[src/rtl/miriscv_mem_arbiter_pkg.sv]
// Shared types for the data-memory arbiter slice.
package miriscv_mem_pkg;

  localparam int MAX_PORTS = 4;
  localparam int MAX_PID_W = $clog2(MAX_PORTS);

  // One requester's access, as presented to the memory.
  typedef struct packed {
    logic        we;
    logic [3:0]  be;
    logic [31:0] addr;
    logic [31:0] wdata;
  } mem_req_t;

  // One stage of the in-flight response tracker.
  typedef struct packed {
    logic                 valid;
    logic [MAX_PID_W-1:0] pid;
    logic                 we;
  } rsp_slot_t;

endpackage

[src/rtl/miriscv_mem_arbiter_if.sv]
// Requester-side and memory-side signals of the data-memory arbiter.
// slave: the arbiter's view; master: the requesters/memory environment.
interface miriscv_mem_arbiter_if #(
  parameter int NUM_PORTS = 2
);
  logic [NUM_PORTS-1:0]       p_req_i;
  logic [NUM_PORTS-1:0]       p_we_i;
  logic [NUM_PORTS-1:0][3:0]  p_be_i;
  logic [NUM_PORTS-1:0][31:0] p_addr_i;
  logic [NUM_PORTS-1:0][31:0] p_wdata_i;
  logic [NUM_PORTS-1:0]       p_gnt_o;
  logic [NUM_PORTS-1:0]       p_rvalid_o;
  logic [31:0]                p_rdata_o;

  logic                       mem_ready_i;
  logic                       mem_req_o;
  logic                       mem_we_o;
  logic [3:0]                 mem_be_o;
  logic [31:0]                mem_addr_o;
  logic [31:0]                mem_wdata_o;
  logic [31:0]                mem_rdata_i;

  modport slave (
    input  p_req_i, p_we_i, p_be_i, p_addr_i, p_wdata_i, mem_ready_i, mem_rdata_i,
    output p_gnt_o, p_rvalid_o, p_rdata_o,
           mem_req_o, mem_we_o, mem_be_o, mem_addr_o, mem_wdata_o
  );

  modport master (
    output p_req_i, p_we_i, p_be_i, p_addr_i, p_wdata_i, mem_ready_i, mem_rdata_i,
    input  p_gnt_o, p_rvalid_o, p_rdata_o,
           mem_req_o, mem_we_o, mem_be_o, mem_addr_o, mem_wdata_o
  );
endinterface

[src/rtl/miriscv_mem_arbiter_rr.sv]
// Combinational round-robin picker: grants the first requester found
// searching upward from last_grant+1, wrapping past N-1 to 0.
module miriscv_rr_arbiter #(
  parameter int N = 2
) (
  input  logic [N-1:0]         req,
  input  logic [$clog2(N)-1:0] last_grant,
  input  logic                 enable,
  output logic [N-1:0]         gnt
);

  localparam int W = $clog2(N);

  logic [W-1:0] w_idx;
  logic         w_found;

  // Rotating priority search, first hit wins.
  always_comb begin
    gnt     = '0;
    w_found = 1'b0;
    w_idx   = '0;
    for (int unsigned off = 1; off <= N; off++) begin
      w_idx = W'((32'(last_grant) + off) % 32'(N));
      if (enable && !w_found && req[w_idx]) begin
        gnt[w_idx] = 1'b1;
        w_found    = 1'b1;
      end
    end
  end

endmodule

[src/rtl/miriscv_mem_arbiter.sv]
// Shares the data-memory port between NUM_PORTS requesters with
// same-cycle round-robin grants and routes each response back to its issuer.
module miriscv_mem_arbiter
  import miriscv_mem_pkg::*;
#(
  parameter int NUM_PORTS  = 2,
  parameter int RD_LATENCY = 1
) (
  input  logic                clk_i,
  input  logic                arstn_i,
  miriscv_mem_arbiter_if.slave bus
);

  localparam int PID_W = $clog2(NUM_PORTS);

  logic [PID_W-1:0]     r_last_grant;
  rsp_slot_t            r_pipe [RD_LATENCY];

  logic [NUM_PORTS-1:0] w_gnt;
  logic                 w_enable;
  logic                 w_accept;
  logic [PID_W-1:0]     w_pid;
  mem_req_t             w_sel;
  rsp_slot_t            w_exit;

  // No grants while reset is held, so the memory sees an idle bus.
  assign w_enable = bus.mem_ready_i & ~arstn_i;

  miriscv_rr_arbiter #(
    .N (NUM_PORTS)
  ) u_rr (
    .req        (bus.p_req_i),
    .last_grant (r_last_grant),
    .enable     (w_enable),
    .gnt        (w_gnt)
  );

  assign w_accept = |(bus.p_req_i & w_gnt);
  assign w_exit   = r_pipe[RD_LATENCY-1];

  // Select the granted port's access and its id; all-zero when idle.
  always_comb begin
    w_pid = '0;
    w_sel = '0;
    for (int unsigned k = 0; k < NUM_PORTS; k++) begin
      if (w_gnt[k]) begin
        w_pid       = PID_W'(k);
        w_sel.we    = bus.p_we_i[k];
        w_sel.be    = bus.p_be_i[k];
        w_sel.addr  = bus.p_addr_i[k];
        w_sel.wdata = bus.p_wdata_i[k];
      end
    end
  end

  // Drive the memory request and the grant vector.
  always_comb begin
    bus.p_gnt_o     = w_gnt;
    bus.mem_req_o   = w_accept;
    bus.mem_we_o    = w_sel.we;
    bus.mem_be_o    = w_sel.be;
    bus.mem_addr_o  = w_sel.addr & 32'hFFFF_FFFC;
    bus.mem_wdata_o = w_sel.wdata;
  end

  // Remember the last port served; reset points at the top port so port 0 goes first.
  always_ff @(posedge clk_i or posedge arstn_i) begin
    if (arstn_i) begin
      r_last_grant <= PID_W'(NUM_PORTS - 1);
    end else if (w_accept) begin
      r_last_grant <= w_pid;
    end
  end

  // Track in-flight accesses; reset drops them so no stale rvalid escapes.
  always_ff @(posedge clk_i or posedge arstn_i) begin
    if (arstn_i) begin
      for (int unsigned i = 0; i < RD_LATENCY; i++) begin
        r_pipe[i] <= '0;
      end
    end else begin
      r_pipe[0].valid <= w_accept;
      r_pipe[0].pid   <= MAX_PID_W'(w_pid);
      r_pipe[0].we    <= w_sel.we;
      for (int unsigned i = 1; i < RD_LATENCY; i++) begin
        r_pipe[i] <= r_pipe[i-1];
      end
    end
  end

  // Route the exiting response to its issuer; writes return zero data as an ack.
  always_comb begin
    bus.p_rvalid_o = '0;
    bus.p_rdata_o  = '0;
    if (w_exit.valid) begin
      for (int unsigned k = 0; k < NUM_PORTS; k++) begin
        if (w_exit.pid == MAX_PID_W'(k)) begin
          bus.p_rvalid_o[k] = 1'b1;
        end
      end
      if (!w_exit.we) begin
        bus.p_rdata_o = bus.mem_rdata_i;
      end
    end
  end

endmodule

[src/flat_wrapper.sv]
// flat-port wrapper written by rule: the top's interface ports become plain ports
module miriscv_mem_arbiter_flat import miriscv_mem_pkg::*;
#(
  parameter int NUM_PORTS  = 2,
  parameter int RD_LATENCY = 1
)
  (clk_i, arstn_i, bus_p_req_i, bus_p_we_i, bus_p_be_i, bus_p_addr_i, bus_p_wdata_i, bus_mem_ready_i, bus_mem_rdata_i, bus_p_gnt_o, bus_p_rvalid_o, bus_p_rdata_o, bus_mem_req_o, bus_mem_we_o, bus_mem_be_o, bus_mem_addr_o, bus_mem_wdata_o);
  miriscv_mem_arbiter_if #(.NUM_PORTS(NUM_PORTS)) bus_i ();
  input  logic clk_i;
  input  logic arstn_i;
  input wire logic [$bits(bus_i.p_req_i)-1:0] bus_p_req_i;
  input wire logic [$bits(bus_i.p_we_i)-1:0] bus_p_we_i;
  input wire logic [$bits(bus_i.p_be_i)-1:0] bus_p_be_i;
  input wire logic [$bits(bus_i.p_addr_i)-1:0] bus_p_addr_i;
  input wire logic [$bits(bus_i.p_wdata_i)-1:0] bus_p_wdata_i;
  input wire logic [$bits(bus_i.mem_ready_i)-1:0] bus_mem_ready_i;
  input wire logic [$bits(bus_i.mem_rdata_i)-1:0] bus_mem_rdata_i;
  output wire logic [$bits(bus_i.p_gnt_o)-1:0] bus_p_gnt_o;
  output wire logic [$bits(bus_i.p_rvalid_o)-1:0] bus_p_rvalid_o;
  output wire logic [$bits(bus_i.p_rdata_o)-1:0] bus_p_rdata_o;
  output wire logic [$bits(bus_i.mem_req_o)-1:0] bus_mem_req_o;
  output wire logic [$bits(bus_i.mem_we_o)-1:0] bus_mem_we_o;
  output wire logic [$bits(bus_i.mem_be_o)-1:0] bus_mem_be_o;
  output wire logic [$bits(bus_i.mem_addr_o)-1:0] bus_mem_addr_o;
  output wire logic [$bits(bus_i.mem_wdata_o)-1:0] bus_mem_wdata_o;
  assign bus_i.p_req_i = bus_p_req_i;
  assign bus_i.p_we_i = bus_p_we_i;
  assign bus_i.p_be_i = bus_p_be_i;
  assign bus_i.p_addr_i = bus_p_addr_i;
  assign bus_i.p_wdata_i = bus_p_wdata_i;
  assign bus_i.mem_ready_i = bus_mem_ready_i;
  assign bus_i.mem_rdata_i = bus_mem_rdata_i;
  assign bus_p_gnt_o = bus_i.p_gnt_o;
  assign bus_p_rvalid_o = bus_i.p_rvalid_o;
  assign bus_p_rdata_o = bus_i.p_rdata_o;
  assign bus_mem_req_o = bus_i.mem_req_o;
  assign bus_mem_we_o = bus_i.mem_we_o;
  assign bus_mem_be_o = bus_i.mem_be_o;
  assign bus_mem_addr_o = bus_i.mem_addr_o;
  assign bus_mem_wdata_o = bus_i.mem_wdata_o;
  miriscv_mem_arbiter #(.NUM_PORTS(NUM_PORTS), .RD_LATENCY(RD_LATENCY)) u_core (.clk_i(clk_i), .arstn_i(arstn_i), .bus(bus_i));
endmodule
[config.mk]
export PLATFORM = sky130hd
export DESIGN_NAME = miriscv_mem_arbiter_flat
export DESIGN_NICKNAME = d
export VERILOG_FILES = /design/src/rtl/miriscv_mem_arbiter_pkg.sv /design/src/rtl/miriscv_mem_arbiter_if.sv /design/src/rtl/miriscv_mem_arbiter_rr.sv /design/src/rtl/miriscv_mem_arbiter.sv /design/src/flat_wrapper.sv
export SDC_FILE = /design/constraint.sdc
export NUM_CORES = 1
export LEC_CHECK = 0
export BUFFER_PORTS_ARGS = -buffer_cell sky130_fd_sc_hd__buf_4
export CORE_AREA = 4 4 108 110
export CTS_CLUSTER_DIAMETER = 80
export DETAILED_ROUTE_END_ITERATION = 7
export DIE_AREA = 0 0 112 114
export PLACE_DENSITY = 0.46
export SLEW_MARGIN = 20
export SYNTH_ARGS = -nofsm -noshare
export SYNTH_HDL_FRONTEND = slang
export SYNTH_HIERARCHICAL = 1
export SYNTH_SLANG_ARGS = --single-unit
[constraint.sdc]
create_clock -name clk_i -period 2.8 [get_ports clk_i]
set_input_delay 0.56 -clock clk_i [delete_from_list [all_inputs] [get_ports clk_i]]
set_output_delay 0.56 -clock clk_i [all_outputs]
set_load 0.03 [all_outputs]
======== Word-level counts from Yosys, hierarchy flattened ========
Index checks and enable logic that the tools add are counted.
W data, S select, Z words.
operators by class
  multiplexer cells ....................... 19
  bitwise logic cells ..................... 4
  reductions and logical operators ........ 8
  add/subtract/negate cells ............... 2
  $lt $le $gt $ge ......................... 4
operators by type and width
  operator               count
  $mux W69               2
  $mux W32               2
  $mux W1                10
  $mux W2                3
  $logic_and A1 B1 Y1    5
  $lt A1 B2 Y1 const B   2
  $add A1 B1 Y1 const B  2
  $and A2 B2 Y2          1
  $demux W1 S1           2
  $ge A1 B1 Y1 const B   2
  $logic_not A2 Y1       1
  $or A2 B2 Y2           1
  $reduce_or A2 Y1       1
  $and A1 B1 Y1          1
  $logic_not A1 Y1       1
  $not A1 Y1             1
storage, ports and cells
  output and inout bits ................... 106
  register bits after elaboration ......... 4
  input port bits ......................... 175
  word-level logic and storage cells ...... 41

======== Logic depth before layout (Yosys ltp) ========
  word-level depth ........................ 11
  mapped depth ............................ 8
  gate-level depth less buffers ........... 5

======== Modules after synthesis ========
Netlist, hierarchy kept.
by module, submodules not included
  module               area an instance (um^2)  times used  cells each  sequential area each (um^2)
  miriscv_mem_arbiter  1088.5                   1           135         101.3
  miriscv_rr_arbiter   21.3                     1           5           0.0

======== Worst setup path before layout ========
Ideal clock, no wire load.
  kind .................................... in2out
  start ................................... in bus_mem_ready_i
  end ..................................... out bus_mem_addr_o[28]
  path buffers ............................ 3
  data required time ...................... 2.240 ns
  stages .................................. 7
  slack ................................... 0.006 ns
  arrival time ............................ 2.234 ns
  cell sequence ........................... nor2b_1 nand2_1 a21oi_1 buf_4 buf_4 buf_2 a22o_1
on the way
  elaborated cells between the ends (all ways) .. 11
  those cells by class .................... 5 x mux; 2 x bitwise; 4 x reduce/logical
RTL lines
  element                            line                          RTL
  start: declaration                 flat_wrapper.sv:16            input wire logic [$bits(bus_i.mem_ready_i)-1:0] bus_mem_ready_i;
  $and A1 B1 Y1 *                    miriscv_mem_arbiter.sv:27     assign w_enable = bus.mem_ready_i & ~arstn_i;
  $logic_and A1 B1 Y1                miriscv_mem_arbiter_rr.sv:24  if (enable && !w_found && req[w_idx]) begin
  $mux W1                            miriscv_mem_arbiter_rr.sv:24
  $logic_not A1 Y1                   miriscv_mem_arbiter_rr.sv:24
  $logic_and A1 B1 Y1 (2 in series)  miriscv_mem_arbiter_rr.sv:24
  $mux W2 *                          miriscv_mem_arbiter_rr.sv:24
  net bus_p_gnt_o[1]                 flat_wrapper.sv:18            output wire logic [$bits(bus_i.p_gnt_o)-1:0] bus_p_gnt_o;
  $mux W69 *                         miriscv_mem_arbiter.sv:46     if (w_gnt[k]) begin
  end: declaration                   flat_wrapper.sv:24            output wire logic [$bits(bus_i.mem_addr_o)-1:0] bus_mem_addr_o;
Mark *: on every way through the listed nets, which the timed path passes. The rest lies on a longest branch.

======== Final worst setup path ========
  start ................................... in arstn_i
  end ..................................... out bus_mem_addr_o[18]
on the way
  longest elaborated chain between the ends .. 10
  elaborated cells between the ends (all ways) .. 12
  those cells by class .................... 5 x mux; 3 x bitwise; 4 x reduce/logical
ends and longest elaborated chain
  element                            line                          RTL
  start: declaration                 flat_wrapper.sv:10            input logic arstn_i;
  $not A1 Y1 *                       miriscv_mem_arbiter.sv:27
  $and A1 B1 Y1 *                    miriscv_mem_arbiter.sv:27
  net u_core.w_enable                miriscv_mem_arbiter.sv:20     logic w_enable;
  $logic_and A1 B1 Y1                miriscv_mem_arbiter_rr.sv:24
  $mux W1                            miriscv_mem_arbiter_rr.sv:24
  $logic_not A1 Y1                   miriscv_mem_arbiter_rr.sv:24
  $logic_and A1 B1 Y1 (2 in series)  miriscv_mem_arbiter_rr.sv:24
  $mux W2 *                          miriscv_mem_arbiter_rr.sv:24
  $mux W69                           miriscv_mem_arbiter.sv:46
  $mux W69 *                         miriscv_mem_arbiter.sv:46
Marked as above.

==> implementation parameters <==
Parameter                              Value

Floorplan
  Core area ... 10700 um2
  Area of the die ... 12800 um2
  Total number of placement rows ... 38
  Initial Utilization ... 0.104
  Die boundary width ... 112 um
  I/O pin cnt ... 281
  Die height ... 114 um

Place
  Placed inst area ... 3290 um2
  Final weighted congestion in routability-driven placement ... 0.812
  Cells after DPL ... 540
  PortBufs ... 274

Logic synthesis
  Most used standard cells in the synthesized netlist ... 68 x sky130_fd_sc_hd__a22o_1, 33 x sky130_fd_sc_hd__and2_1, 8 x sky130_fd_sc_hd__clkbuf_1
  Dominant synthesized flop cell ... sky130_fd_sc_hd__dfrtp_1
  Post-synth ARST share ... 1.00
  Post-synthesis sequential area ratio ... 0.0913
  Count leader, synth ... sky130_fd_sc_hd__a22o_1
  Biggest area consumer among synthesized cells ... sky130_fd_sc_hd__a22o_1
  Leading cell types by total area after synthesis ... sky130_fd_sc_hd__a22o_1 54%, sky130_fd_sc_hd__and2_1 19%, sky130_fd_sc_hd__dfrtp_1 6.8%
  Cell Area, Synth ... 1110 um2
  Post-synthesis average cell area ... 7.93 um2
  Number of synthesized flops with an enable pin ... 0
  Total of warnings raised by yosys ... 6
  Unique masters post-synth ... 16
  Portion of synthesized cell area occupied by the leading cell type ... 0.537
  Cell count after synthesis ... 140
  Register bit count reported by yosys ... 4

Drt
  Initial DRT Pass Iterations ... 4
  Number of vias after detailed routing ... 2199
  Drt drc ... 0
  Wire per inst ... 14.9 um
  Avg Vias per Cell ... 4.04
  Aggregate routed wire length ... 8.09 mm
  Antenna viol nets, final ... 0
  1st-iter DRT viols ... 42

Job
  Max-capacitance violation count ... 0

Critical path
  Critical path's most frequent cell ... sky130_fd_sc_hd__buf_4
  Critical path's largest stage delay ... 330 ps
  Master of the slowest instance on the critical path ... sky130_fd_sc_hd__buf_4
  Worst Setup End Kind ... primary output
  Critical-path cell list ... buf_4 > nor2b_1 > nand2_1 > a21oi_1 > nor2b_4 > buf_4 > a22o_1 > buf_4
  Required time reported for the critical path endpoint ... 2240 ps
  Crit path launch type ... primary input
  Register-to-Register Path Depth ... 5
  Critical Path AT ... 1980 ps
  Worst Path Class, Setup ... in -> out
  Worst reg2reg setup slack ... 1290 ps
  Maximum fanout encountered on the critical timing path ... 28

Timing
  Total Negative Setup Slacks ... 0 ps
  Highest attainable clock frequency ... 0.393 GHz
  Final hold violations ... 0
  Worst-case headroom to the max-slew limit ... 0.560
  Final Max Slew Viols ... 0
  Clock skew ... 2.83 ps
  Least-Margin Pin Slew ... 660 ps
  RSZ-0062 raised after global routing ... no
  Post-route fraction of the period consumed by the critical path ... 0.909
  Shortest clock period the worst path allows after layout ... 2540 ps
  Final setup vio count ... 0
  Worst hold slack after final layout ... 235 ps

CTS
  Post-cts gate resize count ... 0
  Clock-pin slew on the worst setup and hold paths ... 30 ps
  Total of hold buffers inserted after clock tree synthesis ... 0
  Clock Sink Count ... 4
  Setup fix buffers added after clock tree synthesis ... 0
  Later-pin clock latency in the skew report ... 220 ps
  Cts bufs inserted ... 3
  Max Root-Sink Buffers ... 2
  H-tree levels ... 1
  Root Buffer Master ... sky130_fd_sc_hd__clkbuf_8
  TritonCTS clock tree ... done

GRT
  Number of antenna violations at the first check in global routing ... 0
  Total congestion overflow ... 0
  Number of global-route vias before repair ... 2291
  Global-route wire length before repair ... 11.6 mm
  Global routing usage summed across all routing layers ... 0.110
  Maximum number of pins on one net before global-route repair ... 41

Pwr
  Pwr per Cell Area ... 224 nW/um2
  Worst vdd ir ... 0.0000828 V
  Leakage power figure ... 0.00187 uW

Final layout
  Diode insertion count for antenna repair ... 0
  Final Net Count ... 580
  Summed area of non-filler cells in the final layout ... 3340 um2
  Proportion of layout cells with a drive suffix above 1 ... 0.705
  Count of fill cells added during filler insertion ... 1146
  Area overhead of the layout relative to synthesis ... 201%
  Non-Filler Instances ... 544

Status
  Run status ... finished clean

Worst hold path
  Min-delay worst type ... in -> async
## flip-flops by register name (all words and copies together), names as in the netlist
name / flops
u_core/r_pipe: 3
u_core/r_last_grant: 1
## layer usage
metal  track usage  part of all wire  wire, um
met1         0.122              0.34      2770
met2         0.212              0.54      4380
met3        0.0377              0.11       928
met4       0.00721            0.0016        13
met5             0                 0         0
## area by class of cell
cell class | count | area [um2] | area share
Sequential cell | 4 | 101 | 0.0303
Inverter | 2 | 7.51 | 0.00225
Multi-Input combinational cell | 115 | 891 | 0.267
Tap cell | 140 | 175 | 0.0525
Timing Repair Buffer | 279 | 2120 | 0.635
Clock buffer | 4 | 45.0 | 0.0135
## placed cells by master, fill, tap and decap left out, drive strengths merged
cell type	instances
nand2	5
dfrtp	3
dfstp	1
clkbuf	4
inv	2
and2	33
and2b	1
nor2b	3
a21o	1
buf	279
conb	2
a21oi	2
a22o	68
## per-stage QoR
stage	setup slack (ps)	utilization	total power, uW
floorplan	5.77	-	325
global placement	261	0.308	625
detailed placement	266	0.308	629
CTS	263	0.312	761
global route	143	0.312	796
finish	256	0.312	749
## power breakdown
group / leakage (uW) / internal [uW] / switching, uW
clock: 0.0000228 / 97.2 / 30.3
sequential: 0.0000512 / 67.3 / 6.27
combinational: 0.00179 / 286 / 262
## path summary, 6_finish.rpt
kind,from,end
max in group asynchronous,arstn_i,u_core/r_last_grant
worst min-delay path,arstn_i,u_core/r_pipe[3]
min in group clk_i,u_core/r_last_grant,u_core/r_last_grant
worst max-delay path,arstn_i,bus_mem_addr_o[18]
worst min register to register,u_core/r_last_grant,u_core/r_last_grant
worst max register to register,u_core/r_last_grant,u_core/r_pipe[0]
## kinds of logic (layout without fill, tap and decap cells)
family	Yosys count	in the layout	synth area share
flops	4	4	0.0913
compound gates	71	71	0.552
other cells	1	2	0.00338
buf+inv	22	285	0.120
simple gates	42	42	0.233
## critical path, delay by kind of cell
kind	cells	cell delay [ps]
compound gates	2	370
buf+inv	3	620
simple gates	3	430
Power figures use the tool's default switching activity.
